--- src/rtl/wb_gpio_pkg.sv ---
// Shared definitions for wb_gpio_bridge: register offsets, ack FSM states and byte-lane merge.
package wb_gpio_pkg;

   // Base offset of each LO/HI register pair; address bit 2 selects the HI word.
   localparam logic [5:0] OffOut  = 6'h00;
   localparam logic [5:0] OffOeb  = 6'h08;
   localparam logic [5:0] OffIn   = 6'h10;
   localparam logic [5:0] OffMask = 6'h18;
   localparam logic [5:0] OffStat = 6'h20;

   typedef enum logic [0:0] {
      StIdle,
      StAck
   } state_e;

   function automatic logic [31:0] lane_merge(input logic [31:0] old_w,
                                              input logic [31:0] new_w,
                                              input logic [3:0]  sel);
      logic [31:0] res;
      for (int i = 0; i < 4; i++) begin
         res[8*i +: 8] = sel[i] ? new_w[8*i +: 8] : old_w[8*i +: 8];
      end
      return res;
   endfunction

endpackage

--- src/rtl/wb_gpio_bridge_if.sv ---
// Wishbone classic slave signal bundle used by wb_gpio_bridge.
interface wb_gpio_bridge_if;
   logic        wbs_cyc_i;
   logic        wbs_stb_i;
   logic        wbs_we_i;
   logic [31:0] wbs_adr_i;
   logic [31:0] wbs_dat_i;
   logic [3:0]  wbs_sel_i;
   logic        wbs_ack_o;
   logic [31:0] wbs_dat_o;

   modport slave (
      input  wbs_cyc_i, wbs_stb_i, wbs_we_i, wbs_adr_i, wbs_dat_i, wbs_sel_i,
      output wbs_ack_o, wbs_dat_o
   );

   modport master (
      output wbs_cyc_i, wbs_stb_i, wbs_we_i, wbs_adr_i, wbs_dat_i, wbs_sel_i,
      input  wbs_ack_o, wbs_dat_o
   );
endinterface

--- src/rtl/wb_gpio_sync.sv ---
// Per-pad input synchroniser followed by a prev flop; edge_o flags a synchronised rising edge.
module wb_gpio_sync #(
   parameter int unsigned Width      = 1,
   parameter int unsigned SyncStages = 2
) (
   input  logic             clk_i,
   input  logic             rst_ni,
   input  logic [Width-1:0] d_i,
   output logic [Width-1:0] sync_o,
   output logic [Width-1:0] edge_o
);
   logic [SyncStages-1:0][Width-1:0] stage_q;
   logic [Width-1:0]                 prev_q;

   always_ff @(posedge clk_i) begin
      if (!rst_ni) begin
         stage_q <= '0;
         prev_q  <= '0;
      end else begin
         stage_q <= {stage_q[SyncStages-2:0], d_i};
         prev_q  <= stage_q[SyncStages-1];
      end
   end

   assign sync_o = stage_q[SyncStages-1];
   assign edge_o = stage_q[SyncStages-1] & ~prev_q;

endmodule

--- src/rtl/wb_gpio_bridge.sv ---
// Wishbone-classic GPIO bridge for up to 64 pads; interrupt logic is built only when
// WB_GPIO_IRQ_EN is defined.
module wb_gpio_bridge
   import wb_gpio_pkg::*;
#(
   parameter int unsigned NUM_IO      = 38,
   parameter logic [31:0] BASE_ADDR   = 32'h3000_0000,
   parameter int unsigned SYNC_STAGES = 2
) (
   input  logic              wb_clk_i,
   input  logic              wb_rst_ni,
   wb_gpio_bridge_if.slave   wbs,
   input  logic [NUM_IO-1:0] io_in,
   output logic [NUM_IO-1:0] io_out,
   output logic [NUM_IO-1:0] io_oeb,
   output logic [2:0]        user_irq
);
   state_e            state_q, state_d;
   logic              hit, req, wr, hi;
   logic [5:0]        pair_off;
   logic [NUM_IO-1:0] out_q, out_d, oeb_q, oeb_d, in_sync, pad_edge;
   logic [31:0]       rd_word, dat_q;

   // Registers are NUM_IO wide; these views pad them to a 64-bit LO/HI pair.
   function automatic logic [NUM_IO-1:0] merge_half(input logic [NUM_IO-1:0] old_v,
                                                    input logic              hi_h,
                                                    input logic [31:0]       dat,
                                                    input logic [3:0]        sel);
      logic [63:0] ext;
      ext = 64'(old_v);
      if (hi_h) ext[63:32] = lane_merge(ext[63:32], dat, sel);
      else      ext[31:0]  = lane_merge(ext[31:0], dat, sel);
      return ext[NUM_IO-1:0];
   endfunction

   function automatic logic [31:0] pick_half(input logic [NUM_IO-1:0] v, input logic hi_h);
      logic [63:0] ext;
      ext = 64'(v);
      return hi_h ? ext[63:32] : ext[31:0];
   endfunction

   assign hit      = wbs.wbs_adr_i[31:6] == BASE_ADDR[31:6];
   assign pair_off = {wbs.wbs_adr_i[5:3], 3'b000};
   assign hi       = wbs.wbs_adr_i[2];
   assign req      = (state_q == StIdle) && wbs.wbs_cyc_i && wbs.wbs_stb_i && hit;
   assign wr       = req && wbs.wbs_we_i;

   wb_gpio_sync #(
      .Width      (NUM_IO),
      .SyncStages (SYNC_STAGES)
   ) u_sync (
      .clk_i  (wb_clk_i),
      .rst_ni (wb_rst_ni),
      .d_i    (io_in),
      .sync_o (in_sync),
      .edge_o (pad_edge)
   );

`ifdef WB_GPIO_IRQ_EN
   localparam logic [2:0] WarmCycles = 3'(SYNC_STAGES + 1);

   logic [NUM_IO-1:0] mask_q, mask_d, stat_q, stat_d, w1c;
   logic [2:0]        warm_q;
   logic              warm_done, irq_q;

   // Holds off edge capture until the synchroniser has flushed its reset state.
   assign warm_done = warm_q == WarmCycles;

   always_comb begin
      mask_d = mask_q;
      w1c    = '0;
      if (wr && pair_off == OffMask) begin
         mask_d = merge_half(mask_q, hi, wbs.wbs_dat_i, wbs.wbs_sel_i);
      end
      if (wr && pair_off == OffStat) begin
         w1c = merge_half('0, hi, wbs.wbs_dat_i, wbs.wbs_sel_i);
      end
      // A new edge beats a clear of the same bit.
      stat_d = (stat_q & ~w1c) | (pad_edge & {NUM_IO{warm_done}});
   end

   always_ff @(posedge wb_clk_i) begin
      if (!wb_rst_ni) begin
         mask_q <= '0;
         stat_q <= '0;
         warm_q <= '0;
         irq_q  <= 1'b0;
      end else begin
         mask_q <= mask_d;
         stat_q <= stat_d;
         irq_q  <= |(stat_q & mask_q);
         if (!warm_done) warm_q <= warm_q + 3'd1;
      end
   end

   assign user_irq = {2'b00, irq_q};
`else
   assign user_irq = 3'b000;
`endif

   always_comb begin
      rd_word = '0;
      case (pair_off)
         OffOut:  rd_word = pick_half(out_q, hi);
         OffOeb:  rd_word = pick_half(oeb_q, hi);
         OffIn:   rd_word = pick_half(in_sync, hi);
`ifdef WB_GPIO_IRQ_EN
         OffMask: rd_word = pick_half(mask_q, hi);
         OffStat: rd_word = pick_half(stat_q, hi);
`endif
         default: rd_word = '0;
      endcase
   end

   always_comb begin
      out_d = out_q;
      oeb_d = oeb_q;
      if (wr && pair_off == OffOut) out_d = merge_half(out_q, hi, wbs.wbs_dat_i, wbs.wbs_sel_i);
      if (wr && pair_off == OffOeb) oeb_d = merge_half(oeb_q, hi, wbs.wbs_dat_i, wbs.wbs_sel_i);
   end

   always_comb begin
      state_d = state_q;
      unique case (state_q)
         StIdle:  if (req) state_d = StAck;
         StAck:   state_d = StIdle;
         default: state_d = StIdle;
      endcase
   end

   always_ff @(posedge wb_clk_i) begin
      if (!wb_rst_ni) begin
         state_q <= StIdle;
         out_q   <= '0;
         oeb_q   <= '1;
         dat_q   <= '0;
      end else begin
         state_q <= state_d;
         out_q   <= out_d;
         oeb_q   <= oeb_d;
         dat_q   <= req ? rd_word : '0;
      end
   end

   assign wbs.wbs_ack_o = state_q == StAck;
   assign wbs.wbs_dat_o = dat_q;
   assign io_out        = out_q;
   assign io_oeb        = oeb_q;

endmodule

--- src/flat_wrapper.sv ---
// flat-port wrapper written by rule: the top's interface ports become plain ports
module wb_gpio_bridge_flat import wb_gpio_pkg::*;
#(
   parameter int unsigned NUM_IO      = 38,
   parameter logic [31:0] BASE_ADDR   = 32'h3000_0000,
   parameter int unsigned SYNC_STAGES = 2
)
  (wb_clk_i, wb_rst_ni, io_in, io_out, io_oeb, user_irq, wbs_wbs_cyc_i, wbs_wbs_stb_i, wbs_wbs_we_i, wbs_wbs_adr_i, wbs_wbs_dat_i, wbs_wbs_sel_i, wbs_wbs_ack_o, wbs_wbs_dat_o);
  wb_gpio_bridge_if wbs_i ();
  input  logic wb_clk_i;
  input  logic wb_rst_ni;
  input  logic [NUM_IO-1:0] io_in;
  output logic [NUM_IO-1:0] io_out;
  output logic [NUM_IO-1:0] io_oeb;
  output logic [2:0] user_irq;
  input wire logic [$bits(wbs_i.wbs_cyc_i)-1:0] wbs_wbs_cyc_i;
  input wire logic [$bits(wbs_i.wbs_stb_i)-1:0] wbs_wbs_stb_i;
  input wire logic [$bits(wbs_i.wbs_we_i)-1:0] wbs_wbs_we_i;
  input wire logic [$bits(wbs_i.wbs_adr_i)-1:0] wbs_wbs_adr_i;
  input wire logic [$bits(wbs_i.wbs_dat_i)-1:0] wbs_wbs_dat_i;
  input wire logic [$bits(wbs_i.wbs_sel_i)-1:0] wbs_wbs_sel_i;
  output wire logic [$bits(wbs_i.wbs_ack_o)-1:0] wbs_wbs_ack_o;
  output wire logic [$bits(wbs_i.wbs_dat_o)-1:0] wbs_wbs_dat_o;
  assign wbs_i.wbs_cyc_i = wbs_wbs_cyc_i;
  assign wbs_i.wbs_stb_i = wbs_wbs_stb_i;
  assign wbs_i.wbs_we_i = wbs_wbs_we_i;
  assign wbs_i.wbs_adr_i = wbs_wbs_adr_i;
  assign wbs_i.wbs_dat_i = wbs_wbs_dat_i;
  assign wbs_i.wbs_sel_i = wbs_wbs_sel_i;
  assign wbs_wbs_ack_o = wbs_i.wbs_ack_o;
  assign wbs_wbs_dat_o = wbs_i.wbs_dat_o;
  wb_gpio_bridge #(.NUM_IO(NUM_IO), .BASE_ADDR(BASE_ADDR), .SYNC_STAGES(SYNC_STAGES)) u_core (.wb_clk_i(wb_clk_i), .wb_rst_ni(wb_rst_ni), .wbs(wbs_i), .io_in(io_in), .io_out(io_out), .io_oeb(io_oeb), .user_irq(user_irq));
endmodule
--- config.mk ---
export PLATFORM = sky130hd
export DESIGN_NAME = wb_gpio_bridge_flat
export DESIGN_NICKNAME = d
export VERILOG_FILES = /design/src/rtl/wb_gpio_pkg.sv /design/src/rtl/wb_gpio_bridge_if.sv /design/src/rtl/wb_gpio_sync.sv /design/src/rtl/wb_gpio_bridge.sv /design/src/flat_wrapper.sv
export SDC_FILE = /design/constraint.sdc
export NUM_CORES = 1
export LEC_CHECK = 0
export CAP_MARGIN = 20
export CELL_PAD_IN_SITES_DETAIL_PLACEMENT = 1
export CELL_PAD_IN_SITES_GLOBAL_PLACEMENT = 2
export CORE_MARGIN = 2
export CORE_UTILIZATION = 28
export DETAILED_ROUTE_END_ITERATION = 10
export PLACE_DENSITY = 0.86
export RECOVER_POWER = 25
export SYNTH_ARGS = -nofsm -noshare
export SYNTH_HDL_FRONTEND = slang
export SYNTH_SLANG_ARGS = --single-unit
--- constraint.sdc ---
create_clock -name wb_clk_i -period 2.4 [get_ports wb_clk_i]
set_clock_uncertainty 0.2 [all_clocks]
set_input_delay 0.24 -clock wb_clk_i [delete_from_list [all_inputs] [get_ports wb_clk_i]]
set_output_delay 0.24 -clock wb_clk_i [all_outputs]
set_load 0.01 [all_outputs]
==> reports/qor.yml <==
status:
  run_status: "complete, no violations"
clock_network:
  cts_htree_levels: 4
  ctsRootBufferMaster: "clkbuf_16"
  clock_path_buffers: 2
  clkLatencyLatePin_ns: 0.43
  cts-resized-gates: 0
  holdBufCountCts: 0
  clk_pin_slew_ns: 0.07
  cts_buffers: 17
  cts_sinks: 185
  cts_setup_buffers: 0
  cts_tree: "built"
flow_run:
  maxCapViolations: 0
timing:
  whs_ns: 0.158
  tightest_slew_ns: 1.40
  slew_viol_final: 0
  fmax_mhz: 495
  min_period_ns: 2.02
  hold_violations: 0
  slew_headroom_pct: 6.42
  period_share_pct: 84.1
  finalSetupViolations: 0
  rsz0062_at_grt: "no"
pwr:
  p_clk_share_pct: 43.7
  switching_share_pct: 24.3
  vdd_drop_max_mv: 0.353
  p_sw_uw: 1560
  p_int_uw: 4850
  comb_power_share_pct: 7.4
  seqPwrFrac_pct: 49.0
  cellPowerDensity_nw_per_um2: 614
  p_leak_uw: 0.00401
yosys:
  synthTopCellsByArea: "dfxtp_1, mux2i_1, and2_1, nand2_1, nor4_4"
  synth_edf_count: 0
  synth_top_area_share_pct: 52.1
  synth.yosys.seq_area_share_pct: 52.1
  avgSynthCellArea_um2: 10.1
  yosys.area.top_type: "dfxtp_1"
  ys_warn_count: 0
  synth-main-ff-cell: "dfxtp_1"
  synthCells: 705
  ys_ff_latch: 185
  synth_area_um2: 7100
  yosysUniqueCellTypes: 30
  async_flop_share_pct: 0
final_layout:
  final_common_cell: "clkdlybuf4s50_1"
  final_net_count: 1035
  regArea_um2: 3700
  stdcell_count: 1266
  layout.cells.most_common_list: "clkdlybuf4s50_1, dfxtp_1, mux2i_1"
  syn2layout_area_growth_pct: 46.9
  drive_above_1_share_pct: 8.44
  final_area_um2: 10400
  multi_input_area_um2: 3220
  nFillCells: 2813
  num_antenna_cells: 0
floorplanning:
  coreArea_um2: 25000
  start_util_pct: 28.4
  rows: 58
  die_h_um: 163
  die_width_um: 163
  dieArea_um2: 26700
  ios: 223
route:
  final_antenna_net_count: 0
  drc: 0
  vias_per_cell: 4.45
  first_pass_iters: 4
  drt_iter0_markers: 176
  drt_wl_total_um: 21300
  vias: 5635
  avgRoutedWirePerCell_um: 16.8
worst_setup_path:
  critical_path_arrival_ns: 2.17
  critPathLaunch: "wbs_wbs_adr_i[20]"
  r2r_slack_ns: 0.41
  crit_path_end_kind: "flop"
  crit_type: "input port to flop"
  cp.required_ns: 2.56
  timing.rr.end: "u_core.io_out[5]"
  crit_end: "u_core.io_out[5]"
  r2r_cells: 6
  r2r_start: "u_core.wbs.wbs_ack_o"
  startpoint_type: "input port"
  path_max_fanout: 14
global_routing:
  grt_use_met1_pct: 20.1
  grt_use_total_pct: 16.1
  use_met2_pct: 27.1
  grt_pass1_wl_um: 32600
  antenna_found_initial: 0
  overflow: 0
  grtUsageMet3_pct: 4.52
  grt_busiest_layer: "met2"
  grt_pass1_vias: 5896
  grt_max_degree: 147
min_path:
  worst_hold_path_type: "input port to flop"
  hp-start: "wb_rst_ni"
  hold_path_depth: 5
placement:
  dp_cells: 1235
  dpl_cell_area_um2: 9870
  io_buffer_count: 217
  post-dp-hpwl_um: 15100
  place_congestion: 0.778
==> routing by layer <==
layer / part of all wire (%) / wire, um
met1: 44 / 9480
met3: 6.0 / 1290
met5: 0 / 0
met4: 1.5 / 323
met2: 48 / 10200
==> critical path: stages <==
cell,delay (ns)
clkdlybuf4s50_1,0.46
nor4_4,0.32
nand4_4,0.14
buf_12,0.19
nor4_4,0.43
buf_12,0.19
mux2i_1,0.18
==> logic make-up (layout without fill, tap and decap cells) <==
logic type | Yosys count | count (layout) | share of synthesized area, %
and+or+nand+nor | 313 | 313 | 24.9
DFF | 185 | 185 | 52.1
muxes | 114 | 114 | 16.1
AOI/OAI and AO/OA | 46 | 46 | 3.96
buffers and inverters | 46 | 275 | 2.84
other | 1 | 3 | 0.0528
==> cell usage after synthesis (all sizes together) (2+ instances only) <==
library cell	count
mux2i	114
nor2b	2
nor2	73
clkbuf	36
nor4	15
and2	101
nand4	2
o211ai	6
o211a	6
buf	9
dfxtp	185
nand2	111
nor3b	2
o21ai	31
==> layout make-up <==
cell class	instances	area share, %
repair buffers	243	24.1
clock inverters	14	1.50
inverters	1	0.0360
multi-input cells	476	30.8
clock buffers	17	4.08
well taps	330	3.96
flip-flops and latches	185	35.5
==> stage by stage <==
stage	TNS [ns]	util, %	setup WS [ns]	power, uW
after floorplan	0	-	0.331	3420
after global placement	-0.290	39.4	-0.0309	3690
after detailed placement	-0.590	39.4	-0.0733	3700
after CTS	0	41.7	0.369	6500
after global routing	0	41.7	0.293	6670
final	0	41.7	0.381	6410
==> power groups by stage <==
stage          Sequential [uW]  Combinational, uW  Clock, uW
2_1_floorplan             3210                214          0
3_3_place_gp              3210                476          0
3_5_place_dp              3210                484          0
4_1_cts                   3140                486       2880
5_1_grt                   3140                520       3010
6_report                  3140                472       2800
==> registers in the layout (all words and copies together) (netlist names) <==
name and cells:
u_core.u_sync.stage_q 38, u_core.u_sync.sync_o 38, u_core.io_out 38, u_core.wbs.wbs_ack_o 1
u_core.io_oeb 38, u_core.wbs.wbs_dat_o 32
==> worst min-delay path by stage <==
stage,end
2_1_floorplan,u_core.u_sync.stage_q[0]
3_3_place_gp,u_core.u_sync.sync_o[13]
3_5_place_dp,u_core.u_sync.sync_o[18]
4_1_cts,u_core.wbs.wbs_dat_o[27]
5_1_grt,u_core.u_sync.stage_q[18]
6_report,u_core.wbs.wbs_dat_o[30]
Power figures use the tool's default switching activity.
